$ cat config.mk
export PLATFORM = sky130hd
export DESIGN_NAME = mem_io_bridge
export DESIGN_NICKNAME = d
export VERILOG_FILES = /design/src/rtl/mem_io_bridge.sv
export SDC_FILE = /design/constraint.sdc
export NUM_CORES = 1
export LEC_CHECK = 0
export CORE_ASPECT_RATIO = 0.75
export CORE_UTILIZATION = 40
export CTS_BUF_LIST = sky130_fd_sc_hd__clkbuf_8
export CTS_CLUSTER_SIZE = 14
export DETAILED_ROUTE_END_ITERATION = 7
export PLACE_DENSITY = 0.86
export SLEW_MARGIN = 15
export SYNTH_ARGS = -nofsm -noshare
export SYNTH_HDL_FRONTEND = slang
export SYNTH_SLANG_ARGS = --single-unit
$ cat constraint.sdc
create_clock -name clock -period 2.5 [get_ports clock]
set_input_delay 0.25 -clock clock [delete_from_list [all_inputs] [get_ports clock]]
set_output_delay 0.25 -clock clock [all_outputs]
set_load 0.005 [all_outputs]
$ cat src/rtl/mem_io_bridge.sv
// Memory/IO stage between the ALU and the register-file write-back decoder.
// Decodes the effective address into data-memory or IO space, owns the 24-bit LED register
// and the synchronized switch image, and muxes load data back to the decoder.
// Optional feature: define IO_DEBOUNCE_EN to require DEBOUNCE_CYCLES stable samples before a
// switch change is accepted; otherwise the synchronized switches are taken every cycle.
module mem_io_bridge #(
`ifdef IO_DEBOUNCE_EN
  parameter int unsigned DEBOUNCE_CYCLES = 16,
  parameter int unsigned DEBOUNCE_W      = 20,
`endif
  parameter logic [21:0] IO_BASE_HI      = 22'h3FFFFF
) (
  input  logic        clock,
  input  logic        reset,
  input  logic [31:0] addr_in,
  input  logic        MemRead,
  input  logic        MemWrite,
  input  logic        IORead,
  input  logic        IOWrite,
  input  logic [31:0] m_rdata,
  input  logic [31:0] r_rdata,
  input  logic [23:0] switch,
  output logic [31:0] r_wdata,
  output logic [31:0] address,
  output logic [31:0] write_data,
  output logic        mem_wen,
  output logic [23:0] LED,
  output logic        sw_event
);

  localparam logic [7:0] OffLedLo = 8'h60;
  localparam logic [7:0] OffLedHi = 8'h62;
  localparam logic [7:0] OffSwLo  = 8'h70;
  localparam logic [7:0] OffSwHi  = 8'h72;

  logic        io_hit;
  logic [7:0]  io_off;
  logic [31:0] io_rdata;

  logic [23:0] led_q, led_d;
  logic [23:0] sw_s1_q, sw_s1_d;
  logic [23:0] sw_s2_q, sw_s2_d;
  logic [23:0] sw_stable_q, sw_stable_d;
  logic        sw_event_q, sw_event_d;

`ifdef IO_DEBOUNCE_EN
  localparam logic [DEBOUNCE_W-1:0] CntLast = DEBOUNCE_W'(DEBOUNCE_CYCLES - 1);
  logic [DEBOUNCE_W-1:0] cnt_q, cnt_d;
`endif

  assign io_hit     = (addr_in[31:10] == IO_BASE_HI);
  assign io_off     = addr_in[7:0];
  assign address    = addr_in;
  assign write_data = r_rdata;
  assign mem_wen    = MemWrite;
  assign LED        = led_q;
  assign sw_event   = sw_event_q;

  // IO read field select and load mux; IO wins over memory when both are requested.
  always_comb begin
    io_rdata = '0;
    if (io_hit) begin
      case (io_off)
        OffLedLo: io_rdata = {16'h0, led_q[15:0]};
        OffLedHi: io_rdata = {24'h0, led_q[23:16]};
        OffSwLo:  io_rdata = {16'h0, sw_stable_q[15:0]};
        OffSwHi:  io_rdata = {24'h0, sw_stable_q[23:16]};
        default:  io_rdata = '0;
      endcase
    end
    r_wdata = '0;
    if (IORead) begin
      r_wdata = io_rdata;
    end else if (MemRead) begin
      r_wdata = m_rdata;
    end
  end

  // LED register writes; only the two LED offsets in IO space are writable.
  always_comb begin
    led_d = led_q;
    if (IOWrite && io_hit) begin
      if (io_off == OffLedLo) begin
        led_d[15:0] = r_rdata[15:0];
      end else if (io_off == OffLedHi) begin
        led_d[23:16] = r_rdata[7:0];
      end
    end
  end

  // Switch synchronizer, acceptance into sw_stable and change pulse.
  always_comb begin
    sw_s1_d     = switch;
    sw_s2_d     = sw_s1_q;
    sw_stable_d = sw_stable_q;
`ifdef IO_DEBOUNCE_EN
    cnt_d = '0;
    // A full run of identical candidates is accepted even if sw_s1 is already moving on.
    if (sw_s2_q != sw_stable_q && cnt_q == CntLast) begin
      sw_stable_d = sw_s2_q;
      cnt_d       = '0;
    end else if (sw_s1_q != sw_s2_q) begin
      // Candidate is about to change: restart the run.
      cnt_d = '0;
    end else if (sw_s2_q != sw_stable_q) begin
      cnt_d = cnt_q + DEBOUNCE_W'(1);
    end
`else
    sw_stable_d = sw_s2_q;
`endif
    sw_event_d = (sw_stable_d != sw_stable_q);
  end

  // State registers with synchronous active-low reset.
  always_ff @(posedge clock) begin
    if (!reset) begin
      led_q       <= '0;
      sw_s1_q     <= '0;
      sw_s2_q     <= '0;
      sw_stable_q <= '0;
      sw_event_q  <= 1'b0;
`ifdef IO_DEBOUNCE_EN
      cnt_q       <= '0;
`endif
    end else begin
      led_q       <= led_d;
      sw_s1_q     <= sw_s1_d;
      sw_s2_q     <= sw_s2_d;
      sw_stable_q <= sw_stable_d;
      sw_event_q  <= sw_event_d;
`ifdef IO_DEBOUNCE_EN
      cnt_q       <= cnt_d;
`endif
    end
  end

endmodule
* Word-level counts from Yosys, hierarchy flattened *
Cells that the tools add are included.
W data, S select, Z words.

storage, ports and cells
  flip-flop bits (word level) = 97
  input port bits = 126
  output and inout port bits = 122
  logic and storage cells = 20

operators by class
  equal/unequal tests = 6
  mux-type cells = 4
  bitwise operators = 1
  reduce and logical (&&, ||, !) cells = 3

operators with widths
  kind                    number
  $mux W32                2
  $pmux W16 S4            1
  $eq A8 B7 Y1 const B    4
  $ne A24 B24 Y1          1
  $eq A22 B22 Y1 const B  1
  $mux W16                1
  $reduce_and A3 Y1       1
  $reduce_and A2 Y1       1
  $logic_and A1 B1 Y1     1
  $not A1 Y1              1

* Depth between registers and ports, before layout *
Gate-level depths: netlist of the first run.

  word-level depth = 4
  depth in mapped cells = 7
  gate-level depth less buffers = 4

* Worst setup path before layout of the first run *
No wires, ideal clock.

  path type = input to output
  start point = input port addr_in[0]
  end point = output port r_wdata[10]
  data arrival time = 1.651 ns
  data required time = 2.250 ns
  setup slack = 0.599 ns
  cell stages on the path = 4
  path buffers = 0
  cell sequence = or4b_4 > nor4_4 > nand4b_1 > o21ai_0

between the ends
  longest elaborated chain between the ends = 4
  elaborated cells between the ends (all ways) = 7
  classes of those cells = eq/ne: 4; mux: 3

ends and longest elaborated chain
  what                RTL line  text
  start: declaration  15        input logic [31:0] addr_in,
  $eq A8 B7 Y1        63        case (io_off)
  $pmux W16 S4 *      63
  $mux W16 *          62        if (io_hit) begin
  $mux W32 *          72        if (IORead) begin
  end: declaration    23        output logic [31:0] r_wdata,

Every way passes the cells marked *; elsewhere a longest branch is shown, timed or not.

* Final worst setup path of the first run *
  start point = input port addr_in[2]
  end point = output port r_wdata[9]

The elaborated chain is that of the path after synthesis.

==> metrics.csv, run 1 <==
metric;value;unit
seqPwrFrac;53.6;%
hold_viol_final;0;
antenna_found_initial;0;
avgRoutedWirePerCell;16.3;um
synthCells;453;
nFillCells;857;
final_max_slew_viol_count;0;
io_buffers;209;
gr-total-overflow;0;
synth-seq-cells;97;
cts_buffers;9;
period_minus_slack;2.31;ns
clk_pin_slew;0.09;ns
fp.dieW;123;um
yosys_warnings;0;
synth_top_cell_area_share;44.5;%
place_ws;-0.344;ns
drt_first_pass_iters;5;
cap_violations;0;
min_path_type;register to register;
grt_util_all_layers;21.1;%
rsz0062_at_grt;false;
p_per_area;474;nW/um^2
fin_ws;0.189;ns
power_leakage;2.51;nW
critPathLaunchType;input pin;
synth.area.top_cells;dfxtp_1 (44%), and2_1 (13%), buf_4 (11%);
grt_pass1_vias;3553;
core;10500;um^2
nNetsFinal;729;
final_common_cell;clkdlybuf4s50_1;
clkSinkCount;97;
cp_max_fo;7;
avgSynthCellArea;9.63;um^2
drive_above_1_share;9.70;%
via_count;3617;
period_share;92.4;%
die_y;92.5;um
irDropWorstVdd;0.326;mV
viasPerCell;4.86;
p_sw;727;uW
grt_max_degree;62;
synthDistinctLibCells;31;
ioPinCount;248;
start_util;41.8;%
grt_pass1_wl;18300;um
cts_tree;yes;
setup_viol;0;
power_frac_comb;15.2;%
post-route-util;60.9;%
synth-async-reset-ratio;0;%
post-dp-hpwl;9470;um
clock_latency;0.35;ns
criticalPathCategory;input pin to output port;
final_area;6360;um^2
worst_setup_path_end_kind;output port;
placedCellCount;725;
power.total;3.01;mW
swShare;24.1;%
clock_skew;0.0107;ns
fin_cells;744;
ant_nets;0;
synth_top_area_cell;dfxtp_1;
place.gp.congestion;0.754;
synth_edf_count;0;
finalWirelength;12100;um
row_count;32;
worst_pin_slew;0.849;ns
outcome;finished clean;
cts_max_path_buffers;2;
drt-initial-drc-count;170;
root_buffer;clkbuf_8;
drc;0;
required;2.25;ns
ys.flop_type;dfxtp_1;
p_int;2.29;mW
layout_common_cells;clkdlybuf4s50_1 (188), dfxtp_1 (97), and2_1 (88);
dieArea;11300;um^2
h-tree-depth;3;
yosysSeqAreaShare;44.5;%
area_growth;45.8;%
synth_area;4360;um^2
maxSlewHeadroom;43.4;%
fmax;433;MHz
synth_nets;579;
placed_area;6170;um^2
pwr-share-clk;31.2;%
antennaDiodeCount;0;
arrival;2.06;ns
## per-layer routing
| metal | wire length [um] | vias up | part of all wire (%) | track usage, % |
|---|---|---|---|---|
| met5 | 0 | - | 0 | 0 |
| met4 | 97 | 0 | 0.80 | 5.18 |
| met3 | 842 | 10 | 6.9 | 4.06 |
| met2 | 6090 | 153 | 50 | 37.9 |
| met1 | 5100 | 1698 | 42 | 25.6 |
| li1 | - | 1756 | - | - |
## stage by stage
step | hold WS, ns | TNS [ns]
detailed placement | 0.420 | -4.54
CTS | 0.443 | -0.148
global route | 0.450 | 0
finish | 0.440 | 0
global placement | 0.418 | -3.16
floorplan | 0.377 | 0
## worst max-delay path, stage by stage
cell and delay [ns]:
dlymetal6s2s_1 0.14, or4b_4 0.57, nor4_4 0.36, nand4b_1 0.19
buf_6 0.18, buf_6 0.12, o21ai_2 0.13, buf_2 0.13
## power by group through the flow
stage               clock, mW  combinational (mW)  sequential (mW)
finish                  0.942               0.457             1.62
global route             1.03               0.493             1.62
CTS                     0.965               0.463             1.62
detailed placement          0               0.466             1.65
global placement            0               0.459             1.65
floorplan                   0               0.208             1.64
## final timing paths
check                    from     endpoint  slack (ns)  cells after the start
hold reg to reg   sw_s1_q[11]  sw_s2_q[11]        0.44                      1
setup reg to reg  sw_s2_q[20]     sw_event        1.09                      4
setup / recovery   addr_in[2]   r_wdata[9]        0.19                      8
hold / removal    sw_s1_q[11]  sw_s2_q[11]        0.44                      1
## area by class of cell
type / count / area, um^2 / area share, %
Tap cell: 136 / 170 / 2.68
Sequential cell: 97 / 1940 / 30.5
Clock buffer: 9 / 124 / 1.95
Inverter: 8 / 30.0 / 0.472
Multi-Input combinational cell: 259 / 1810 / 28.4
Timing Repair Buffer: 228 / 2230 / 35.0
Clock inverter: 7 / 58.8 / 0.924
## Yosys cell counts (all sizes together), types with 7 or more instances
cell / number
and2: 88
nor4: 7
mux2i: 8
nand4: 8
nand3: 25
buf: 72
clkbuf: 17
inv: 8
xnor2: 8
o21ai: 40
a21boi: 24
xor2: 16
nand2: 16
mux4: 8
dfxtp: 97
## state kept, by name, indices dropped and copies added, names as in the netlist
signal,flops
LED,24
sw_event,1
sw_s1_q,24
sw_s2_q,24
sw_stable_q,24
## what timing repair did
| item | in CTS | in global routing |
|---|---|---|
| buffers inserted | 2 | 1 |
| resized for setup | 24 | 25 |
| pin swaps | 2 | 3 |
| endpoints found under the setup margin | 16 | 15 |
| hold buffers | 0 | 0 |
## kinds of logic after synthesis
group / Yosys count / share of synthesized area [%]
AND/OR/NAND/NOR: 154 / 21.4
flip-flops: 97 / 44.5
buffers and inverters: 97 / 14.4
AO/OA/AOI/OAI: 65 / 8.92
XOR/XNOR: 24 / 4.82
multiplexers: 16 / 5.96
(Power assumes the default switching activity.)
==> run 2: changes to the inputs <==
- TNS_END_PERCENT: unset -> 100
==> results of run 2 <==
Same layout as run 1: the final DEF is identical, and so are final timing and power.
==> run 3: changes to the inputs <==
- CAP_MARGIN: unset -> 20
- CORE_MARGIN: unset -> 3
==> metrics.csv, run 3 (same netlist as run 1, synthesis figures left out) <==
metric;value;unit;change
outcome;finished clean;;
place.gp.congestion;0.803;;+6.5%
ant_nets;0;;unchanged
reg2reg_slack;1.18;ns;+0.09 ns
clock_skew;0.00739;ns;-0.00333 ns
grt_util_all_layers;19.5;%;-1.6 points
die_y;96.5;um;+4.3%
final_max_slew_viol_count;0;;unchanged
power.total;3.01;mW;about the same
maxSlewHeadroom;52.3;%;+8.8 points
fin_cells;748;;+0.54%
grt_pass1_vias;3655;;+2.9%
min_path_type;register to register;;
arrival;2.05;ns;about the same
ioPinCount;248;;unchanged
antennaDiodeCount;0;;unchanged
clock_latency;0.36;ns;about the same
layout_common_cells;clkdlybuf4s50_1 (188), dfxtp_1 (97), and2_1 (88);;
fmax;434;MHz;+0.29%
multi_input_area;1820;um^2;+0.69%
period_share;92.2;%;-0.27 points
start_util;41.8;%;unchanged
period_minus_slack;2.30;ns;-0.00669 ns
io_buffers;209;;unchanged
final_area;6390;um^2;+0.53%
required;2.25;ns;about the same
avgRoutedWirePerCell;16.3;um;-0.17%
cts_tree;yes;;
power_leakage;2.53;nW;+0.76%
worstRegToRegCells;4;;unchanged
ff_latch_area;1940;um^2;unchanged
grt_pass1_wl;19000;um;+3.6%
worst_pin_slew;0.716;ns;-0.133 ns
worstSetupStartpoint;addr_in[0];;
h-tree-depth;3;;unchanged
area_growth;46.5;%;
dieArea;12200;um^2;+7.7%
drt_first_pass_iters;4;;-1
placed_area;6200;um^2;+0.41%
critPathLaunchType;input pin;;
hold_viol_final;0;;unchanged
gr-total-overflow;0;;unchanged
nNetsFinal;734;;+0.69%
placedCellCount;730;;+0.69%
drc;0;;unchanged
r2r-end;sw_event;;
drt-initial-drc-count;153;;-10%
irDropWorstVdd;0.432;mV;+33%
cts_buffers;9;;unchanged
setup_viol;0;;unchanged
antenna_found_initial;0;;unchanged
cp_max_fo;8;;+1
drive_above_1_share;10.9;%;+1.2 points
cp-endpoint;r_wdata[11];;
fp.dieW;127;um;+3.3%
root_buffer;clkbuf_8;;
clk_pin_slew;0.10;ns;about the same
post-dp-hpwl;9690;um;+2.4%
rsz0062_at_grt;false;;
via_count;3602;;-0.41%
nFillCells;860;;+0.35%
row_count;32;;unchanged
hold_buffers;0;;unchanged
viasPerCell;4.82;;-0.95%
p_per_area;471;nW/um^2;-0.61%
cap_violations;0;;unchanged
final_common_cell;clkdlybuf4s50_1;;
r2r-start;sw_stable_q[22];;
finalWirelength;12200;um;+0.37%
worst_setup_path_end_kind;output port;;
core;10500;um^2;unchanged
cts_max_path_buffers;2;;unchanged
criticalPathCategory;input pin to output port;;
clkSinkCount;97;;unchanged
grt_max_degree;57;;-8.1%
[run 3: cell types whose count changed in the layout (fill, tap and decap cells not counted), moves of 2 or more]
cell / before / now
o21ai_0: 33 / 31
clkinv_2: 2 / 0
clkinv_4: 0 / 2
clkbuf_2: 5 / 1
o21ai_2: 3 / 5
buf_2: 3 / 8
buf_4: 15 / 22
[run 3: final cells by class]
cell class / instances / area share (%)
timing repair buffer: 233 / 35.1
sequential: 97 / 30.4
multi-input combinational: 259 / 28.5
tap: 136 / 2.66
clock buffer: 9 / 1.94
clock inverter: 6 / 0.978
inverter: 8 / 0.470
[run 3: through the flow]
| stage | hold slack (ns) | TNS (ns) | util (%) | setup WS (ns) |
|---|---|---|---|---|
| 5_1_grt | 0.441 | 0 | 61.2 | 0.114 |
| 4_1_cts | 0.441 | -0.0207 | 61.3 | -0.0118 |
| 6_report | 0.440 | 0 | 61.2 | 0.196 |
| 3_3_place_gp | 0.418 | -4.71 | 59.3 | -0.361 |
| 3_5_place_dp | 0.418 | -5.71 | 59.3 | -0.415 |
| 2_1_floorplan | 0.377 | 0 | - | 0.599 |
[run 3: how the worst min path moves through the flow]
stage / to / slack, ns / cells past startpoint / start
after global routing: sw_s1_q[23] / 0.44 / 2 / switch[23]
after CTS: sw_s2_q[6] / 0.44 / 1 / sw_s1_q[6]
after global placement: sw_s2_q[10] / 0.42 / 1 / sw_s1_q[10]
after floorplan: sw_s1_q[0] / 0.38 / 1 / switch[0]
after detailed placement: sw_s2_q[6] / 0.42 / 1 / sw_s1_q[6]
final: sw_s2_q[6] / 0.44 / 1 / sw_s1_q[6]
[run 3: where the power goes]
group / leakage [nW] / internal, mW / switching, mW
sequential: 0.794 / 1.59 / 0.0236
clock: 0.0950 / 0.382 / 0.558
combinational: 1.64 / 0.311 / 0.145
[run 3: worst max-delay path, stage by stage]
cell and delay (ns):
dlymetal6s2s_1 0.14, or4b_4 0.56, nor4_4 0.33, buf_4 0.18
nand4b_1 0.14, buf_6 0.19, o21ai_1 0.13, buf_2 0.13
[run 3: timing repair]
item / CTS / global route
setup endpoints to repair: 16 / 9
resized for setup: 37 / 23
buffers inserted: 3 / 0
pin swaps: 4 / 2
hold endpoints to repair: 0 / 0
[run 3: per-layer routing]
| metal | up-vias | GRT usage (%) | share of wire [%] |
|---|---|---|---|
| met3 | 17 | 6.54 | 7.8 |
| met4 | 0 | 3.75 | 0.75 |
| li1 | 1760 | - | - |
| met2 | 150 | 33.5 | 49 |
| met1 | 1675 | 24.2 | 42 |
| met5 | - | 0 | 0 |
